--- src/rtl/prog_sequencer.sv ---
// prog_sequencer: runs programs 0..NUM_PROGS-1 through the PC init/halt handshake and times each one
//   CLK, reset (async, active-high)
//   start        : begin a full sequence (honoured only in IDLE/DONE)
//   halt         : halt flag from the program counter (honoured only in RUN)
//   init         : high for INIT_CYCLES cycles per program
//   prog_state   : index of the program being run
//   busy / done  : sequence in progress / sequence finished
//   cycles       : RUN-cycle count of the last finished program, with one-cycle cycles_valid pulse
//   timeout_err  : sticky flag, set when any program fails to halt within TIMEOUT cycles
module prog_sequencer #(
    parameter int NUM_PROGS   = 3,
    parameter int INIT_CYCLES = 2,
    parameter int TIMEOUT     = 20000,
    parameter int CNT_W       = 16
) (
    input  logic             CLK,
    input  logic             reset,
    input  logic             start,
    input  logic             halt,
    output logic             init,
    output logic [1:0]       prog_state,
    output logic             busy,
    output logic             done,
    output logic [CNT_W-1:0] cycles,
    output logic             cycles_valid,
    output logic             timeout_err
);
    localparam logic [2:0] S_IDLE = 3'd0;
    localparam logic [2:0] S_INIT = 3'd1;
    localparam logic [2:0] S_RUN  = 3'd2;
    localparam logic [2:0] S_NEXT = 3'd3;
    localparam logic [2:0] S_DONE = 3'd4;
    localparam logic [CNT_W-1:0] INIT_LAST = CNT_W'(INIT_CYCLES - 1);
    localparam logic [CNT_W-1:0] TO_VAL    = CNT_W'(TIMEOUT);
    localparam logic [1:0]       LAST_PROG = 2'(NUM_PROGS - 1);

    logic [2:0]       state;
    logic [CNT_W-1:0] cnt;

    assign init = state == S_INIT;
    assign busy = state == S_INIT || state == S_RUN || state == S_NEXT;
    assign done = state == S_DONE;

    // cnt counts init cycles in INIT and execution cycles in RUN; it is zeroed on every entry to either
    always_ff @(posedge CLK or posedge reset) begin
        if (reset) begin
            state        <= S_IDLE;
            prog_state   <= 2'd0;
            cnt          <= '0;
            cycles       <= '0;
            cycles_valid <= 1'b0;
            timeout_err  <= 1'b0;
        end else begin
            cycles_valid <= 1'b0;
            case (state)
                S_IDLE, S_DONE: if (start) begin
                    state       <= S_INIT;
                    prog_state  <= 2'd0;
                    timeout_err <= 1'b0;
                    cnt         <= '0;
                end
                S_INIT: if (cnt == INIT_LAST) begin
                    state <= S_RUN;
                    cnt   <= '0;
                end else cnt <= cnt + CNT_W'(1);
                // halt takes priority over a coincident timeout, so no error in that case
                S_RUN: if (halt || cnt == TO_VAL) begin
                    cycles       <= cnt;
                    cycles_valid <= 1'b1;
                    timeout_err  <= timeout_err | ~halt;
                    state        <= S_NEXT;
                end else cnt <= cnt + CNT_W'(1);
                S_NEXT: begin
                    cnt <= '0;
                    if (prog_state == LAST_PROG) state <= S_DONE;
                    else begin
                        prog_state <= prog_state + 2'd1;
                        state      <= S_INIT;
                    end
                end
                default: state <= S_IDLE;
            endcase
        end
    end
endmodule

--- config.mk ---
export PLATFORM = sky130hd
export DESIGN_NAME = prog_sequencer
export DESIGN_NICKNAME = d
export VERILOG_FILES = /design/src/rtl/prog_sequencer.sv
export SDC_FILE = /design/constraint.sdc
export NUM_CORES = 1
export LEC_CHECK = 0
export ABC_AREA = 1
export CORE_ASPECT_RATIO = 0.8
export CORE_MARGIN = 3
export CORE_UTILIZATION = 35
export CTS_CLUSTER_SIZE = 25
export DETAILED_ROUTE_END_ITERATION = 6
export HOLD_SLACK_MARGIN = 0.12
export PLACE_DENSITY = 0.63
export SKIP_CTS_REPAIR_TIMING = 1
export SLEW_MARGIN = 20
export SYNTH_ARGS = -nofsm -noshare
export SYNTH_HDL_FRONTEND = slang
export SYNTH_SLANG_ARGS = --single-unit
--- constraint.sdc ---
create_clock -name CLK -period 1.5 [get_ports CLK]
set_input_delay 0.225 -clock CLK [delete_from_list [all_inputs] [get_ports CLK]]
set_output_delay 0.225 -clock CLK [all_outputs]
set_load 0.005 [all_outputs]
# After elaboration in Yosys (flattened, before gate mapping)
# Cells that the tools add are included.
[classes]
add_sub_neg = 2
n_eq_ne = 12
n_reduce_logical = 13
shifts = 0
bitwise = 2
n_mux = 17
n_mul = 0
n_lt_le_gt_ge = 0
n_div = 0
[op_table]
columns = ["operator", "count"]
rows = [
  ["16-bit case mux with 4 select lines", 1],
  ["16-bit 2-to-1 mux", 3],
  ["16-bit by 1-bit adder with 16-bit output (second input constant)", 1],
  ["16-bit by 1-bit == test with 1-bit output (second input constant)", 1],
  ["16-bit by 15-bit == test with 1-bit output (second input constant)", 1],
  ["3-bit 2-to-1 mux", 4],
  ["3-bit case mux with 4 select lines", 1],
  ["3-bit AND reduction", 4],
  ["3-bit by 2-bit == test with 1-bit output (second input constant)", 2],
  ["2-bit inequality test (second input constant)", 3],
  ["1-bit 2-to-1 mux", 4],
  ["2-bit 2-to-1 mux", 2],
  ["2-bit by 1-bit inequality test with 1-bit output (second input constant)", 2],
  ["2-bit case mux with 2 select lines", 1],
  ["2-bit nonzero test", 2],
  ["4-bit nonzero test", 1],
  ["3-bit by 1-bit == test with 1-bit output (second input constant)", 1],
  ["3-bit == test (second input constant)", 1],
  ["3-bit logical NOT", 1],
  ["1-bit logical OR", 3],
  ["2-bit by 1-bit adder with 2-bit output (second input constant)", 1],
  ["2-bit == test (second input constant)", 1],
  ["1-bit case mux with 2 select lines", 1],
  ["2-bit AND reduction", 1],
  ["other kinds (3)", 3],
]
[totals]
input_bits = 4
ram_bits = 0
word_cells = 52
output_inout_bits = 23
regBits = 39
latch_bits = 0
mem_count = 0
rom_bits = 0

# Logic depth before layout (Yosys ltp)
[depth]
depth_word = 4
ltp_mapped = 11
ltp_nobuf = 10

# Worst setup path after synthesis
# Ideal clock, no wire load.
[synth_path]
path_type = "flip-flop to flip-flop"
startpoint = "register cnt[0]"
endpoint = "register cnt[3]"
t_arrival_ns = 1.401
slack_ns = -0.017
synth_period_minus_slack_ns = 1.517
path_stages_with_launch = 12
t_required_ns = 1.384
setup_ns = 0.116
n_path_buf = 1
path_cell_list = "dfrtp_1 -> inv_1 -> ha_1 -> nand4_1 -> nor2_1 -> nand2_1 -> nand2_2 -> nand2_2 -> nand2_4 -> buf_4 -> nand2_1 -> nand2_1"
[synth_between]
elab_chain_len = 4
word_cells_on_any_way = 9
classes_between = "add/sub (1); eq/ne (3); mux (3); reduce/logical (2)"
[synth_rtl]
columns = ["item", "line", "rtl"]
rows = [
  ["start: declaration", "38", "logic [CNT_W-1:0] cnt;"],
  ["start signal: assignment", "65", "end else cnt <= cnt + CNT_W'(1);"],
  ["start signal: assignment", "72", "end else cnt <= cnt + CNT_W'(1);"],
  ["parallel branches: the longest is 4 deep, another holds 16-bit by 1-bit adder with 16-bit output", "--", ""],
]
# Parallel ways; which one is timed is not known. The select of a mux whose other input is x is not followed.
# A chain may end at the register's enable or synchronous reset.

# Worst setup path in the final report
[layout_path]
startpoint = "register state[0]"
endpoint = "output done"
[layout_between]
elab_chain_len = 1
[layout_rtl]
columns = ["item", "line", "rtl"]
rows = [
  ["start: declaration", "37", "logic [2:0] state;"],
  ["start signal: assignment", "47", "state <= S_IDLE;"],
  ["start signal: assignment", "57", "state <= S_INIT;"],
  ["start signal: assignment", "63", "state <= S_RUN;"],
  ["3-bit == test", "42", "assign done = state == S_DONE;"],
  ["end: declaration", "23", "output logic done,"],
]
# No other way between the ends.

==> flow_summary.yaml <==
logic_synthesis:
  post_syn_nets: 315
  ys_seq_elements: 39
  ys_dominant_reg_cell: "sky130_fd_sc_hd__dfrtp_1"
  post_synth_main_area_contributors: "sky130_fd_sc_hd__dfrtp_1, sky130_fd_sc_hd__nand2_1, sky130_fd_sc_hd__nor2_1, sky130_fd_sc_hd__inv_1, sky130_fd_sc_hd__nand3_1"
  synth_sequential_area_ratio: 0.4414
  synth-edff-count: 0
  synth_common_cells: "sky130_fd_sc_hd__nand2_1, sky130_fd_sc_hd__dfrtp_1, sky130_fd_sc_hd__nor2_1"
  netlist_area_mm2: 0.002211
  yosysWarningCount: 0
  post_synthesis_xor_xnor_area_fraction: 0.01981
  yosys.area_share.adder: 0.02264
  yosysTopAreaCell: "sky130_fd_sc_hd__dfrtp_1"
  synthesis.instances: 307
  synthesis.area_per_instance_um2: 7.202
  synth-async-reset-ratio: 1.000
  synth_top_area_share: 0.4414
  synth-simple-area-share: 0.3520
  multiplexer_share_of_the_synthesized_area: 0
  synth_top_family_by_area: "simple AND/OR/NAND/NOR gates"
  yosys.cell_types.count: 22
  synth-compound-area-share: 0.08432
  synthMostInstantiatedCell: "sky130_fd_sc_hd__nand2_1"
clocking:
  clock_tree.buffer_depth: 2
  tritoncts_num_sinks: 39
  tritoncts.num_buffers: 5
  cts_tree: "built"
  clk_latency_ns: 0.29
  cts_root_buf: "sky130_fd_sc_hd__clkbuf_8"
  cts-htree-levels: 2
  clk_pin_slew_worst_paths_ns: 0.08
finish:
  syn_to_final_growth_pct: 58.74
  num_antenna_cells: 0
  multi_input_gate_area_in_the_final_layout_mm2: 0.001429
  n_fill_cell: 524
  final_layout_size_suffix_gt1_frac: 0.3876
  num-nets-final: 394
  layout.area.seq_um2: 978.4
  final_cells: 468
global_route:
  grt_max_degree: 40
  grt.overflow.total: 0
  grt_util_all_layers: 0.1739
  grt_first_pass_wirelength_um: 9963
  vias_in_the_first_global_route: 2032
  antenna_found_initial: 0
sta:
  final_tns_setup_ns: -4.715
  worst_case_hold_slack_ns: 0.2843
  finClkSkew_ns: 0.007681
  timing.final.ws_setup_ns: -0.2397
  maxClockFrequency_ghz: 0.5748
  final_hold_viol_count: 0
  final_period_minus_worst_setup_slack_ns: 1.740
  slew_headroom: 0.7928
  tightestPinTransition_ns: 0.3097
  setup_repair_after_global_routing_missed_its_margin: "yes"
  timing.final.setup_violations: 37
  timing.final.max_slew_violations: 0
  post_route_fraction_of_the_period_consumed_by_the_critical_path: 1.160
route:
  detail_route.wl_per_cell_um: 14.89
  postRouteWirelength_um: 6968
  post_drt_via_cell_ratio: 5.066
  detail_route.drc_violations: 0
  pre_antenna_drt_iters: 4
  antenna_violating_nets_post_route: 0
  via_count: 2371
  drt_iter0_drc: 195
floorplan:
  fp.dieArea_mm2: 0.007312
  die_w_um: 94.86
  die_height_um: 77.09
  core-area_mm2: 0.006006
  placementRows: 25
  floorplan.io_pins: 27
  start_util: 0.3681
worst_setup_path:
  r2r_setup_slack_ns: -0.21
  cp_max_fo: 3
  endpoint_of_the_lowest_slack_register_to_register_path: "cycles[9]"
  startpoint_type: "flop"
  endpoint_kind: "primary output"
  regToRegStartpoint: "cnt[0]"
  r2r.worst_path.cells: 10
  timing.critical_path.arrival_ns: 1.51
  worst-endpoint-required_ns: 1.27
  worst_path_class_setup: "flop to primary output"
power_and_ir_drop:
  power_density_mw_per_mm2: 1362
  peakVddDrop_v: 0.0006573
  power.total_w: 0.004779
  power.static_leakage_nw: 1.660
placed_design:
  port-buffer-count: 26
  preCtsSetupSlack_ns: -0.02991
  replace_congestion: 0.8426
  dp.cells: 441
  detailed_place_hpwl_um: 4453
run_status:
  run_status: "finished, violations left"
  violations: "setup timing"
hold_path:
  min-delay-path-class: "input pin to asynchronous set/reset pin"
flow_run:
  max_cap_violations: 0
==> where the power goes <==
| group | switching (W) | leakage (nW) | internal, W |
|---|---|---|---|
| Combinational | 0.00154 | 1.09 | 0.00124 |
| Clock | 0.000379 | 0.0412 | 0.000325 |
| Sequential | 0.000114 | 0.531 | 0.00119 |
| Total | 0.00203 | 1.66 | 0.00275 |
==> sequential cells by signal, indices dropped and copies added, names as in the netlist <==
| register | flops |
|---|---|
| cnt | 16 |
| timeout_err | 1 |
| cycles | 16 |
| cycles_valid | 1 |
| prog_state | 2 |
| state | 3 |
==> area by class of cell <==
cell class / count / area share
clock inverters: 2 / 0.003565
well taps: 81 / 0.02888
clock buffers: 6 / 0.02068
repair buffers: 79 / 0.2217
flip-flops and latches: 39 / 0.2788
inverters: 35 / 0.03922
multi-input cells: 226 / 0.4071
==> per-layer routing <==
layer / global-route usage / up-vias / wire length (um)
li1: - / 1137 / -
met5: 0 / - / 0
met3: 0.04020 / 15 / 462
met4: 0.04899 / 0 / 109
met2: 0.2400 / 101 / 3122
met1: 0.2673 / 1118 / 3275
==> per-stage QoR <==
stage,instance area (um2),util
final,3510,0.5844
after global routing,3510,0.5844
after CTS,2905,0.4838
after detailed placement,2820,0.4696
after global placement,2820,0.4696
after floorplan,2216,-
==> cell usage in the layout (no fill, tap or decap), types with 3 or more instances in the layout <==
cell                              instances
sky130_fd_sc_hd__a21oi_2                  6
sky130_fd_sc_hd__buf_4                   39
sky130_fd_sc_hd__buf_6                    6
sky130_fd_sc_hd__clkbuf_16                3
sky130_fd_sc_hd__clkbuf_8                 5
sky130_fd_sc_hd__clkdlybuf4s50_1         23
sky130_fd_sc_hd__dfrtp_1                 37
sky130_fd_sc_hd__dlymetal6s2s_1           3
sky130_fd_sc_hd__inv_1                   27
sky130_fd_sc_hd__inv_2                    6
sky130_fd_sc_hd__nand2_1                 64
sky130_fd_sc_hd__nand2_2                 31
sky130_fd_sc_hd__nand2_4                 14
sky130_fd_sc_hd__nand2_8                  3
sky130_fd_sc_hd__nand3_1                 20
sky130_fd_sc_hd__nand4_1                 10
sky130_fd_sc_hd__nor2_1                  28
sky130_fd_sc_hd__nor2_2                   3
sky130_fd_sc_hd__nor3_1                   3
sky130_fd_sc_hd__o21ai_0                  3
sky130_fd_sc_hd__o21ai_1                  9
sky130_fd_sc_hd__o21ai_2                 10
sky130_fd_sc_hd__xor2_1                   5
==> cell families after synthesis <==
| kind of cell | Yosys count |
|---|---|
| compound gates | 34 |
| xor+xnor | 5 |
| fa+ha+maj | 4 |
| buf+inv | 43 |
| flops | 39 |
| simple gates | 182 |
==> how the worst max path moves through the flow <==
stage | start | endpoint | slack, ns | cells past startpoint
finish | state[0] | done | -0.24 | 4
global route | state[0] | done | -0.30 | 4
CTS | state[0] | done | -0.35 | 4
detailed placement | state[0] | done | -0.03 | 4
global placement | cnt[1] | cnt[8] | -0.04 | 9
floorplan | cnt[0] | cnt[6] | 0.005 | 10
==> worst max-delay path, cell delays in order (launching register included) <==
cell and delay [ns]:
sky130_fd_sc_hd__dfrtp_1 0.41, sky130_fd_sc_hd__nor2_4 0.14, sky130_fd_sc_hd__inv_1 0.07, sky130_fd_sc_hd__nor2_1 0.10, sky130_fd_sc_hd__clkdlybuf4s50_1 0.51
(Power assumes the default switching activity.)
